[config.mk]
export PLATFORM = sky130hd
export DESIGN_NAME = updown_counter_param
export DESIGN_NICKNAME = d
export VERILOG_FILES = /design/src/rtl/counter_pkg.sv /design/src/rtl/counter_next_calc.sv /design/src/rtl/updown_counter_param.sv
export SDC_FILE = /design/constraint.sdc
export NUM_CORES = 1
export LEC_CHECK = 0
export ABC_AREA = 1
export CAP_MARGIN = 10
export CELL_PAD_IN_SITES_DETAIL_PLACEMENT = 1
export CELL_PAD_IN_SITES_GLOBAL_PLACEMENT = 1
export CORE_ASPECT_RATIO = 0.7
export CORE_UTILIZATION = 30
export CTS_BUF_LIST = sky130_fd_sc_hd__clkbuf_4
export CTS_CLUSTER_SIZE = 8
export DETAILED_ROUTE_END_ITERATION = 10
export PLACE_DENSITY_LB_ADDON = 0.1
export RECOVER_POWER = 50
export SLEW_MARGIN = 20
export SYNTH_ARGS = -nofsm -noshare
export SYNTH_HDL_FRONTEND = slang
export SYNTH_SLANG_ARGS = --single-unit
[constraint.sdc]
create_clock -name Clk -period 1.59 [get_ports Clk]
set_input_delay 0.159 -clock Clk [delete_from_list [all_inputs] [get_ports Clk]]
set_output_delay 0.159 -clock Clk [all_outputs]
set_load 0.05 [all_outputs]
[src/rtl/counter_pkg.sv]
// Shared types and parameter-legality check for the up/down counter.
package counter_pkg;

  typedef enum logic {
    MODE_WRAP = 1'b0,
    MODE_SAT  = 1'b1
  } boundary_mode_e;

  // True when MODULUS fits WIDTH bits and the largest step stays below MODULUS.
  function automatic bit params_legal(input int unsigned width,
                                      input int unsigned modulus,
                                      input int unsigned step_w);
    longint unsigned one;
    longint unsigned full_range;
    longint unsigned max_step;
    one        = 1;
    full_range = one << width;
    max_step   = (one << step_w) - one;
    return (width >= 1) && (step_w >= 1) &&
           (longint'(modulus) >= 2) &&
           (longint'(modulus) <= full_range) &&
           (max_step < longint'(modulus));
  endfunction

endpackage

[src/rtl/counter_next_calc.sv]
// Combinational next-count and boundary-event calculation for a modulo-N
// up/down counter with wrap or saturate behaviour at the range ends.
module counter_next_calc
  import counter_pkg::*;
#(
  parameter int          WIDTH   = 8,
  parameter int unsigned MODULUS = 2**WIDTH,
  parameter int          STEP_W  = 2
) (
  input  logic [WIDTH-1:0]  count,
  input  logic [STEP_W-1:0] step,
  input  logic              up,
  input  boundary_mode_e    mode,
  output logic [WIDTH-1:0]  count_next,
  output logic              boundary
);

  // One extra bit so sums and the modulus itself are representable.
  localparam logic [WIDTH:0] MOD_EXT = (WIDTH+1)'(MODULUS);
  localparam logic [WIDTH:0] MAX_EXT = MOD_EXT - (WIDTH+1)'(1);

  logic [WIDTH:0] cnt_ext;
  logic [WIDTH:0] step_ext;
  logic [WIDTH:0] sum_up;
  logic [WIDTH:0] diff_dn;
  logic [WIDTH:0] wrapped_up;
  logic [WIDTH:0] wrapped_dn;

  always_comb begin
    cnt_ext    = {1'b0, count};
    step_ext   = (WIDTH+1)'(step);
    sum_up     = cnt_ext + step_ext;
    diff_dn    = cnt_ext - step_ext;
    wrapped_up = sum_up - MOD_EXT;
    wrapped_dn = cnt_ext + MOD_EXT - step_ext;
    count_next = count;
    boundary   = 1'b0;

    if (up) begin
      if (sum_up >= MOD_EXT) begin
        boundary   = 1'b1;
        count_next = (mode == MODE_SAT) ? WIDTH'(MAX_EXT) : WIDTH'(wrapped_up);
      end else begin
        count_next = WIDTH'(sum_up);
      end
    end else begin
      if (cnt_ext >= step_ext) begin
        count_next = WIDTH'(diff_dn);
      end else begin
        boundary   = 1'b1;
        count_next = (mode == MODE_SAT) ? '0 : WIDTH'(wrapped_dn);
      end
    end
  end

endmodule

[src/rtl/updown_counter_param.sv]
// Parametrised modulo-N up/down counter with programmable step, synchronous
// load, wrap/saturate mode, one-cycle boundary pulse and sticky overflow flag.
module updown_counter_param
  import counter_pkg::*;
#(
  parameter int          WIDTH   = 8,
  parameter int unsigned MODULUS = 2**WIDTH,
  parameter int          STEP_W  = 2
) (
  input  logic              Clk,
  input  logic              Reset,
  input  logic              nE,
  input  logic              Up,
  input  logic [STEP_W-1:0] Step,
  input  logic              Sat,
  input  logic              Load,
  input  logic [WIDTH-1:0]  LoadVal,
  input  logic              ClrOvf,
  output logic [WIDTH-1:0]  Count,
  output logic              Wrap,
  output logic              Ovf
);

  if (!params_legal(WIDTH, MODULUS, STEP_W)) begin : g_bad_params
    $error("updown_counter_param: illegal WIDTH/MODULUS/STEP_W combination");
  end

  localparam logic [WIDTH:0] MOD_EXT = (WIDTH+1)'(MODULUS);
  localparam logic [WIDTH:0] MAX_EXT = MOD_EXT - (WIDTH+1)'(1);

  logic [WIDTH-1:0] count_q, count_d;
  logic             wrap_q,  wrap_d;
  logic             ovf_q,   ovf_d;

  logic [WIDTH-1:0] calc_next;
  logic             calc_boundary;
  logic [WIDTH-1:0] load_clamped;
  boundary_mode_e   mode;

  assign mode = Sat ? MODE_SAT : MODE_WRAP;

  counter_next_calc #(
    .WIDTH   (WIDTH),
    .MODULUS (MODULUS),
    .STEP_W  (STEP_W)
  ) u_next_calc (
    .count      (count_q),
    .step       (Step),
    .up         (Up),
    .mode       (mode),
    .count_next (calc_next),
    .boundary   (calc_boundary)
  );

  // Out-of-range load values pin to the top of the count range.
  assign load_clamped = ({1'b0, LoadVal} >= MOD_EXT) ? WIDTH'(MAX_EXT) : LoadVal;

  always_comb begin
    count_d = count_q;
    wrap_d  = 1'b0;
    ovf_d   = ovf_q;

    if (ClrOvf) begin
      ovf_d = 1'b0;
    end

    if (Load) begin
      count_d = load_clamped;
    end else if (!nE) begin
      count_d = calc_next;
      if (calc_boundary) begin
        wrap_d = 1'b1;
        ovf_d  = 1'b1;
      end
    end
  end

  always_ff @(posedge Clk) begin
    if (Reset) begin
      count_q <= '0;
      wrap_q  <= 1'b0;
      ovf_q   <= 1'b0;
    end else begin
      count_q <= count_d;
      wrap_q  <= wrap_d;
      ovf_q   <= ovf_d;
    end
  end

  assign Count = count_q;
  assign Wrap  = wrap_q;
  assign Ovf   = ovf_q;

endmodule

==> results.json <==
{
  "wl_um": 4110,
  "fp.dieW_um": 73.7,
  "gr-total-overflow": 0,
  "yosys_register_bits": 10,
  "cts.clk_slew.worst_paths_ns": 0.08,
  "fillerInstances": 438,
  "setup.worst_path.class": "reg -> reg",
  "top_library_cells_by_usage_in_the_layout_fill_and_taps_aside": "29 x sky130_fd_sc_hd__nand2_1, 28 x sky130_fd_sc_hd__buf_4, 17 x sky130_fd_sc_hd__inv_1, 15 x sky130_fd_sc_hd__clkdlybuf4s50_1, 14 x sky130_fd_sc_hd__nor2_1",
  "cp-start-kind": "flop",
  "syn_to_final_growth_pct": 57.2,
  "report.final.setup_viol": 9,
  "final_common_cell": "sky130_fd_sc_hd__nand2_1",
  "timing.fmax_ghz": 0.565,
  "maximum_vdd_ir_drop_uv": 220,
  "cts-htree-levels": 1,
  "met1_track_demand_over_resource_in_global_routing_pct": 32.2,
  "setup_ws_ns": -0.180,
  "cts_sink_count": 10,
  "synth_warnings": 0,
  "fin_worst_skew_ns": 0.00892,
  "worst_slew_pin_slew_ns": 0.612,
  "avgRoutedWirePerCell_um": 15.9,
  "final-hold-violation-count": 0,
  "pre_cts_ws_ns": -0.628,
  "rsz_0062_raised_after_global_routing": "yes",
  "critical_path.startpoint": "Count[0]",
  "critical_path_peak_fanout": 3,
  "period_share_pct": 111,
  "synthesis.area_per_instance_um2": 6.78,
  "max_cap_violation_count": 0,
  "floorplan.initialDensity_pct": 32.9,
  "postSynthCellCount": 159,
  "maximum_number_of_pins_on_one_net_before_global_route_repair": 10,
  "placeableCoreArea_um2": 3280,
  "violations_in_the_final_reports": "negative setup slack",
  "vias": 1215,
  "hpwl_after_detailed_placement_um": 3260,
  "worst_skew_late_latency_ns": 0.28,
  "routed_via_density": 4.69,
  "clk_root_buffer_cell": "sky130_fd_sc_hd__clkbuf_4",
  "post-route-min-period_ns": 1.77,
  "tns_ns": -1.16,
  "swShare_pct": 42.6,
  "drv_slew": 0,
  "fin_util_pct": 51.8,
  "rows": 17,
  "routabilityCongestion": 0.846,
  "share_clk_of_total_power_pct": 19.6,
  "globalRouteMet2Util_pct": 37.3,
  "grtUsageMet3_pct": 6.20,
  "pwr-share-seq_pct": 28.8,
  "slew-limit-headroom_pct": 59.3,
  "setup.worst_path.end_class": "flop",
  "power_density_nw_per_um2": 613,
  "global_route.usage.total_pct": 23.8,
  "grt_pass1_wl_um": 6580,
  "worst-endpoint-arrival_ns": 2.00,
  "outcome": "complete, but fails checks",
  "vias_in_the_first_global_route": 1300,
  "power.share.combinational_pct": 51.6,
  "count_of_flip_flops_with_a_built_in_enable_after_synthesis": 0,
  "drt-pass1-iter-count": 4,
  "design.die.area_um2": 3840,
  "number_of_violations_reported_at_the_end_of_detailed_routing_iteration_0": 31,
  "tritoncts": "done",
  "hold_crit_path_type": "in -> reg",
  "yosysSeqAreaShare_pct": 18.6,
  "total_switching_power_uw": 443,
  "drt_drc_violations_left": 0,
  "postSynth.topFlopCell": "sky130_fd_sc_hd__dfxtp_1",
  "tritoncts_buffers": 3,
  "boundaryPins": 27,
  "regToRegStartpoint": "Count[0]",
  "syn-num-nets": 182,
  "synth.cell_area_um2": 1080,
  "antenna_found_initial": 0,
  "timing.hold.worst.start": "ClrOvf",
  "static-leakage-power_nw": 0.744,
  "busiest_layer": "met2",
  "final_antenna_net_count": 0,
  "required_ns": 1.82,
  "cell_internal_pwr_uw": 596,
  "post_synth_num_cell_types": 28,
  "number_of_antenna_cells_inserted": 0,
  "nNetsFinal": 236,
  "layout_cells_sized_above_1_pct": 41.0,
  "port_buffers": 26,
  "asyncSetResetFlopFracSynth_pct": 0,
  "floorplan.die.height_um": 52.2,
  "clock_tree.buffer_depth": 2
}
-- critical path: stages (launching register included) --
cell and delay, ns:
sky130_fd_sc_hd__dfxtp_4 0.37, sky130_fd_sc_hd__inv_2 0.05, sky130_fd_sc_hd__ha_4 0.16, sky130_fd_sc_hd__fa_2 0.38, sky130_fd_sc_hd__nand2_2 0.09, sky130_fd_sc_hd__nor2_4 0.05
sky130_fd_sc_hd__buf_4 0.15, sky130_fd_sc_hd__xor2_2 0.14, sky130_fd_sc_hd__o21ai_1 0.16, sky130_fd_sc_hd__a21oi_1 0.08, sky130_fd_sc_hd__nor2_1 0.08
-- repair_timing --
item	4_1_cts	5_1_grt
endpoints found under the setup margin	10	10
hold buffers	0	0
setup buffers	4	1
pin swaps	11	3
gates resized for setup	10	8
-- cell usage after synthesis, types with 2 or more instances --
| cell type | count | share of area [%] |
|---|---|---|
| sky130_fd_sc_hd__nand2_1 | 35 | 12 |
| sky130_fd_sc_hd__inv_1 | 22 | 7.7 |
| sky130_fd_sc_hd__nor2_1 | 15 | 5.2 |
| sky130_fd_sc_hd__o21ai_0 | 11 | 5.1 |
| sky130_fd_sc_hd__dfxtp_1 | 10 | 19 |
| sky130_fd_sc_hd__nand3_1 | 8 | 3.7 |
| sky130_fd_sc_hd__a21oi_1 | 7 | 3.2 |
| sky130_fd_sc_hd__o21ai_1 | 6 | 2.8 |
| sky130_fd_sc_hd__inv_2 | 5 | 1.7 |
| sky130_fd_sc_hd__xor2_1 | 5 | 4.1 |
| sky130_fd_sc_hd__ha_1 | 4 | 4.6 |
| sky130_fd_sc_hd__a21oi_2 | 3 | 2.4 |
| sky130_fd_sc_hd__buf_6 | 3 | 3.1 |
| sky130_fd_sc_hd__nand3_2 | 3 | 2.8 |
| sky130_fd_sc_hd__nor2_4 | 3 | 3.1 |
| sky130_fd_sc_hd__fa_1 | 2 | 3.7 |
| sky130_fd_sc_hd__nand2_2 | 2 | 1.2 |
| sky130_fd_sc_hd__nand2_4 | 2 | 2.1 |
| sky130_fd_sc_hd__nand3_4 | 2 | 3.2 |
| sky130_fd_sc_hd__nor2_2 | 2 | 1.2 |
| sky130_fd_sc_hd__o21ai_2 | 2 | 1.6 |
-- layer usage --
metal	wire length, um	part of all wire [%]
met4	23	0.56
met5	0	0
met1	2000	49
met2	1900	46
met3	186	4.5
-- logic make-up (layout without fill, tap and decap cells) --
group	count (synthesis)	in the layout	share of synthesized area (%)
AO/OA/AOI/OAI	31	31	16.6
AND/OR/NAND/NOR	74	74	37.2
adder cells (fa/ha/maj)	6	6	8.35
XOR/XNOR	6	6	4.87
buffers and inverters	32	85	14.4
flip-flops	10	10	18.6
-- per-stage QoR --
step,area [um2],total power [mW],std cells,hold slack (ns)
6_report,1700,1.04,259,0.450
5_1_grt,1700,1.10,259,0.460
4_1_cts,1670,1.02,258,0.444
3_5_place_dp,1590,0.797,250,0.488
3_3_place_gp,1590,0.783,250,0.448
2_1_floorplan,1120,0.587,159,0.251
-- cell type report --
type                            count  area, um2  share of cell area (%)
Inverter                           28        113                    6.64
Sequential cell                    10        208                    12.3
Clock buffer                        3       22.5                    1.33
Timing Repair Buffer               53        475                    28.0
Clock inverter                      1       3.75                   0.221
Tap cell                           47       58.8                    3.47
Multi-Input combinational cell    117        815                    48.0
-- flip-flops by register name (all words and copies together) (netlist names) --
signal / flops
Count: 8
Ovf: 1
Wrap: 1
-- final timing paths --
path	to	slack (ns)	cells past startpoint
max	Count[6]	-0.18	10
min	Ovf	0.45	2
max reg2reg	Count[6]	-0.18	10
min reg2reg	Ovf	0.50	2
-- power by group through the flow --
| stage | registers [mW] | clock network (mW) | logic (mW) |
|---|---|---|---|
| after global routing | 0.303 | 0.216 | 0.582 |
| after detailed placement | 0.305 | 0 | 0.492 |
| final | 0.300 | 0.203 | 0.536 |
| after floorplan | 0.350 | 0 | 0.237 |
| after global placement | 0.303 | 0 | 0.480 |
| after CTS | 0.299 | 0.208 | 0.516 |
Power figures use the tool's default switching activity.
